--- config.mk ---
export PLATFORM = sky130hd
export DESIGN_NAME = axis_packet_tx_flat
export DESIGN_NICKNAME = d
export VERILOG_FILES = /design/src/rtl/axis_packet_tx_if.sv /design/src/rtl/axis_packet_tx.sv /design/src/flat_wrapper.sv
export SDC_FILE = /design/constraint.sdc
export NUM_CORES = 1
export LEC_CHECK = 0
export BUFFER_PORTS_ARGS = -buffer_cell sky130_fd_sc_hd__buf_2
export CAP_MARGIN = 20
export CORE_ASPECT_RATIO = 1.25
export CORE_UTILIZATION = 41
export DETAILED_ROUTE_END_ITERATION = 10
export HOLD_SLACK_MARGIN = 0.02
export SYNTH_ARGS = -nofsm -noshare
export SYNTH_HDL_FRONTEND = slang
export SYNTH_SLANG_ARGS = --single-unit
--- constraint.sdc ---
create_clock -name clk -period 2.5 [get_ports clk]
set_clock_uncertainty 0.2 [all_clocks]
set_input_delay 0 -clock clk [delete_from_list [all_inputs] [get_ports clk]]
set_output_delay 0 -clock clk [all_outputs]
set_load 0.02 [all_outputs]
--- src/rtl/axis_packet_tx_if.sv ---
// axis_packet_tx_if: payload-in and packet-out stream signals of the packetizer
interface axis_packet_tx_if #(parameter int DW = 8);
   logic [DW-1:0] s_tdata;
   logic          s_tvalid;
   logic          s_tready;
   logic [DW-1:0] m_tdata;
   logic          m_tvalid;
   logic          m_tlast;
   logic          m_tready;
   modport slave (input s_tdata, s_tvalid, m_tready, output s_tready, m_tdata, m_tvalid, m_tlast);
   modport master (output s_tdata, s_tvalid, m_tready, input s_tready, m_tdata, m_tvalid, m_tlast);
endinterface

--- src/rtl/axis_packet_tx.sv ---
// axis_packet_tx: frames an unframed byte stream into k packets of len beats through a one-deep output register
module axis_packet_tx #(parameter int DW = 8) (
   input  logic                clk,
   input  logic                rst,
   input  logic                start,
   input  logic [2*DW-1:0]     packet_config,
   axis_packet_tx_if.slave     bus,
   output logic                busy,
   output logic                done,
   output logic [DW-1:0]       pkt_cnt
);
   localparam logic [DW-1:0] ONE = DW'(1);
   typedef enum logic [1:0] {IDLE, RUN, DRAIN} state_t;
   state_t state, state_nx;
   logic [DW-1:0] len_r, k_r, beat_cnt, in_pkt, cfg_len, cfg_k;
   logic cfg_ok, accept, in_hs, out_hs, last_beat, last_pkt, done_nx;
   assign cfg_len = packet_config[2*DW-1:DW];
   assign cfg_k = packet_config[DW-1:0];
   assign cfg_ok = |cfg_len && |cfg_k;
   assign accept = state == IDLE && start && cfg_ok;
   assign last_beat = beat_cnt == len_r - ONE;
   assign last_pkt = in_pkt == k_r - ONE;
   assign bus.s_tready = state == RUN && (!bus.m_tvalid || bus.m_tready);
   assign in_hs = bus.s_tvalid && bus.s_tready;
   assign out_hs = bus.m_tvalid && bus.m_tready;
   assign busy = state != IDLE;
   always_ff @(posedge clk)
      if (rst) state <= IDLE;
      else state <= state_nx;
   always_comb begin
      state_nx = state;
      done_nx = 1'b0;
      case (state)
         IDLE: begin
            state_nx = accept ? RUN : IDLE;
            done_nx = start && !cfg_ok;
         end
         RUN: state_nx = in_hs && last_beat && last_pkt ? DRAIN : RUN;
         DRAIN: begin
            state_nx = out_hs ? IDLE : DRAIN;
            done_nx = out_hs;
         end
         default: state_nx = IDLE;
      endcase
   end
   always_ff @(posedge clk) begin
      if (rst) begin
         len_r <= '0;
         k_r <= '0;
         beat_cnt <= '0;
         in_pkt <= '0;
         pkt_cnt <= '0;
         done <= 1'b0;
         bus.m_tdata <= '0;
         bus.m_tvalid <= 1'b0;
         bus.m_tlast <= 1'b0;
      end else begin
         done <= done_nx;
         if (accept) begin
            len_r <= cfg_len;
            k_r <= cfg_k;
            beat_cnt <= '0;
            in_pkt <= '0;
            pkt_cnt <= '0;
         end
         if (in_hs) begin
            bus.m_tdata <= bus.s_tdata;
            bus.m_tlast <= last_beat;
            beat_cnt <= last_beat ? '0 : beat_cnt + ONE;
            in_pkt <= last_beat ? in_pkt + ONE : in_pkt;
         end
         // a loaded beat wins over the drain, otherwise hold until accepted
         bus.m_tvalid <= in_hs || (bus.m_tvalid && !bus.m_tready);
         if (out_hs && bus.m_tlast) pkt_cnt <= pkt_cnt + ONE;
      end
   end
endmodule

--- src/flat_wrapper.sv ---
// flat-port wrapper written by rule: the top's interface ports become plain ports
module axis_packet_tx_flat 
#(parameter int DW = 8)
  (clk, rst, start, packet_config, busy, done, pkt_cnt, bus_s_tdata, bus_s_tvalid, bus_m_tready, bus_s_tready, bus_m_tdata, bus_m_tvalid, bus_m_tlast);
  axis_packet_tx_if #(.DW(DW)) bus_i ();
  input  logic clk;
  input  logic rst;
  input  logic start;
  input  logic [2*DW-1:0] packet_config;
  output logic busy;
  output logic done;
  output logic [DW-1:0] pkt_cnt;
  input wire logic [$bits(bus_i.s_tdata)-1:0] bus_s_tdata;
  input wire logic [$bits(bus_i.s_tvalid)-1:0] bus_s_tvalid;
  input wire logic [$bits(bus_i.m_tready)-1:0] bus_m_tready;
  output wire logic [$bits(bus_i.s_tready)-1:0] bus_s_tready;
  output wire logic [$bits(bus_i.m_tdata)-1:0] bus_m_tdata;
  output wire logic [$bits(bus_i.m_tvalid)-1:0] bus_m_tvalid;
  output wire logic [$bits(bus_i.m_tlast)-1:0] bus_m_tlast;
  assign bus_i.s_tdata = bus_s_tdata;
  assign bus_i.s_tvalid = bus_s_tvalid;
  assign bus_i.m_tready = bus_m_tready;
  assign bus_s_tready = bus_i.s_tready;
  assign bus_m_tdata = bus_i.m_tdata;
  assign bus_m_tvalid = bus_i.m_tvalid;
  assign bus_m_tlast = bus_i.m_tlast;
  axis_packet_tx #(.DW(DW)) u_core (.clk(clk), .rst(rst), .start(start), .packet_config(packet_config), .bus(bus_i), .busy(busy), .done(done), .pkt_cnt(pkt_cnt));
endmodule
==> results.sh <==
export IMPL_status="finished clean"
export IMPL_tightest_slew_ps=428
export IMPL_clock_sinks=53
export IMPL_yosys_most_used_dff="dfxtp_1"
export IMPL_gr_usage_met2_pct=38.9
export IMPL_rsz0062_at_grt="false"
export IMPL_synth_simple_area_share_pct=28.6
export IMPL_grtUsageMet1_pct=23.9
export IMPL_nFillCells=664
export IMPL_firstDrtPassIters=4
export IMPL_period_share_pct=91.4
export IMPL_yosysSeqAreaShare_pct=37.4
export IMPL_cts_made_buffers=5
export IMPL_end_kind="flip-flop"
export IMPL_synthCells=352
export IMPL_post_cts_buffers=0
export IMPL_cp_arrival_ps=2280
export IMPL_detail_route_wl_per_cell_um=13.7
export IMPL_synth_edf_count=0
export IMPL_path_max_fanout=8
export IMPL_drive_above_1_share_pct=17.2
export IMPL_grtUsageMet3_pct=3.25
export IMPL_area_growth_pct=24.5
export IMPL_cts_tree="done"
export IMPL_busiest_layer="met2"
export IMPL_worstPathRequired_ps=2490
export IMPL_clk_pin_slew_ps=90
export IMPL_synth_avg_cell_area_um2=8.06
export IMPL_synth_compound_area_share_pct=15.9
export IMPL_drc=0
export IMPL_maxSlewViolCount=0
export IMPL_peakVddDrop_v=0.000229
export IMPL_start_util_pct=43.0
export IMPL_seq_area_mm2=0.00106
export IMPL_worst_setup_path_type="reg -> reg"
export IMPL_dieArea_mm2=0.00726
export IMPL_num_vias=2709
export IMPL_die_x_um=76.4
export IMPL_num_nets_final=459
export IMPL_syn_area_mm2=0.00284
export IMPL_rows=33
export IMPL_leakagePower_nw=1.51
export IMPL_synth_xor_xnor_area_share_pct=6.79
export IMPL_multi_input_area_mm2=0.00170
export IMPL_drt_total_wl_mm=6.99
export IMPL_fmax_mhz=438
export IMPL_fin_setup_tns_ps=0
export IMPL_slew_headroom_pct=71.2
export IMPL_antenna_found_initial=0
export IMPL_die_h_um=95.0
export IMPL_pre_cts_slack_ps=209
export IMPL_cts_root_buf="clkbuf_8"
export IMPL_synth_fp_nets=386
export IMPL_grt_pass1_wl_mm=12.0
export IMPL_routabilityCongestion=0.835
export IMPL_setup_viol=0
export IMPL_yosysWarnings=0
export IMPL_synth_top_family_by_area="simple AND/OR/NAND/NOR gates"
export IMPL_worst_slack_ps=216
export IMPL_yosys_cell_types_count=51
export IMPL_hold_viol=0
export IMPL_ys_ff_latch=53
export IMPL_start_kind="flip-flop"
export IMPL_synthArstFlopShare_pct=0
export IMPL_grt_overflow_total=0
export IMPL_drtIter0Drc=85
export IMPL_ant_nets=0
export IMPL_synthAdderAreaFrac_pct=2.20
export IMPL_clock_latency_ps=300
export IMPL_port_buffers=49
export IMPL_first_global_vias=2607
export IMPL_p_per_area_mw_per_mm2=481
export IMPL_synthMuxAreaShare_pct=6.04
export IMPL_cts_buffer_depth=2
export IMPL_fin_crit_ps=2280
export IMPL_htreeDepth=2
export IMPL_core_mm2=0.00661
export IMPL_grt_util_all_layers_pct=20.5
export IMPL_vias_per_cell=5.29
export IMPL_hold_class="in -> reg"
export IMPL_maxCapViolations=0
export IMPL_grt_max_degree=21
export IMPL_io_pins=50
export IMPL_dp_hpwl_mm=4.86
export IMPL_antennaDiodeCount=0
[state kept, by name (all words and copies together), names as in the netlist]
| name | cells |
|---|---|
| u_core.beat_cnt | 8 |
| u_core.bus.m_tdata | 8 |
| u_core.in_pkt | 8 |
| u_core.k_r | 8 |
| u_core.len_r | 8 |
| u_core.pkt_cnt | 8 |
| u_core.state | 2 |
| u_core.bus.m_tlast | 1 |
| u_core.bus.m_tvalid | 1 |
| u_core.done | 1 |
[area by class of cell]
class | instances | share of cell area, %
timing repair buffer | 82 | 15.9
inverter | 5 | 0.531
clock buffer | 7 | 2.44
tap | 87 | 3.08
multi-input combinational | 278 | 48.0
sequential | 53 | 30.0
[synth_stat cells, types with 2 or more instances]
| cell type | number | share of area, % |
|---|---|---|
| o21bai_1 | 3 | 0.79 |
| nor4_1 | 5 | 1.1 |
| mux2i_1 | 16 | 5.6 |
| o211ai_1 | 4 | 1.1 |
| and3_1 | 7 | 1.5 |
| a221oi_1 | 3 | 0.93 |
| ha_1 | 5 | 2.2 |
| nor2b_1 | 8 | 1.8 |
| a31oi_1 | 4 | 0.88 |
| a211oi_1 | 2 | 0.53 |
| clkbuf_1 | 10 | 1.3 |
| nor3_1 | 6 | 1.1 |
| nand2_1 | 47 | 6.2 |
| a211o_1 | 2 | 0.62 |
| a21oi_1 | 22 | 3.9 |
| dfxtp_1 | 53 | 37 |
| buf_2 | 5 | 0.88 |
| nor2_1 | 43 | 5.7 |
| a22oi_1 | 2 | 0.53 |
| a21o_1 | 4 | 1.1 |
| xnor2_1 | 12 | 3.7 |
| nand2b_1 | 10 | 2.2 |
| xor2_1 | 10 | 3.1 |
| inv_1 | 5 | 0.66 |
| o21ai_0 | 12 | 2.1 |
| nand4_1 | 4 | 0.88 |
| o21ai_1 | 8 | 1.4 |
| a311oi_1 | 2 | 0.62 |
| nand3_1 | 13 | 2.3 |
| and2_1 | 4 | 0.88 |
[repair_timing]
action | CTS | global route
resized for setup | 0 | 3
endpoints found under the hold margin | 37 | 0
hold buffers | 27 | 0
setup endpoints to repair | 0 | 2
[worst max-delay path, stage by stage, from the launching register on]
cell and delay, ps:
dfxtp_1 390, inv_1 60, ha_1 280, o21bai_1 190
a211oi_1 230, o21bai_1 110, nand2_2 110, and4b_1 360
a21oi_1 90, nand2b_1 140
[metal layers]
metal  wire length [um]  vias up  part of all wire, %
met1               3140     1279                   45
met2               3580       46                   51
met4                 78        0                  1.1
li1                   -     1377                    -
met3                191        7                  2.7
met5                  0        -                    0
[logic make-up (layout without fill, tap and decap cells)]
logic type	after synthesis	in the layout
and+or+nand+nor	161	161
AOI/OAI and AO/OA	73	73
DFF	53	53
xor gates and xnor gates	22	22
buffers and inverters	21	94
muxes	17	17
adders and majority gates	5	5
[report_power, final]
group	total [mW]	internal, mW	switching (mW)
Clock	0.489	0.221	0.269
Combinational	0.308	0.147	0.160
Sequential	0.902	0.869	0.0325
Total	1.70	1.24	0.461
[through the flow]
| stage | util [%] | hold slack (ps) | total power [mW] | cell area (um2) | instances |
|---|---|---|---|---|---|
| 2_1_floorplan | - | -64.0 | 1.11 | 2840 | 352 |
| 3_3_place_gp | 47.9 | 41.3 | 1.19 | 3170 | 478 |
| 3_5_place_dp | 47.9 | 47.9 | 1.19 | 3170 | 478 |
| 4_1_cts | 53.3 | 77.7 | 1.71 | 3520 | 512 |
| 5_1_grt | 53.5 | 102 | 1.79 | 3530 | 512 |
| 6_report | 53.5 | 96.2 | 1.70 | 3530 | 512 |
[path summary, 6_finish.rpt]
check	endpoint	cells past startpoint	start	slack, ps
worst max-delay path	u_core.in_pkt[4]	9	u_core.len_r[1]	220
worst min-delay path	u_core.bus.m_tdata[2]	4	bus_s_tvalid	100
worst max register to register	u_core.in_pkt[4]	9	u_core.len_r[1]	220
worst min register to register	u_core.bus.m_tdata[4]	2	u_core.bus.m_tdata[4]	260
[cell usage in the layout, fill, tap and decap left out, types with 7 or more instances in the layout]
cell | netlist | routed
o21ai_0 | 12 | 11
dlygate4sd3_1 | 0 | 27
mux2i_1 | 16 | 16
xor2_1 | 10 | 10
dfxtp_1 | 53 | 53
buf_2 | 5 | 49
nor2_1 | 43 | 43
nor2b_1 | 8 | 8
o21ai_1 | 8 | 9
nand3_1 | 13 | 13
nand2_1 | 47 | 47
a21oi_1 | 22 | 22
and3_1 | 7 | 7
xnor2_1 | 12 | 12
nand2b_1 | 10 | 10
(Power assumes the default switching activity.)
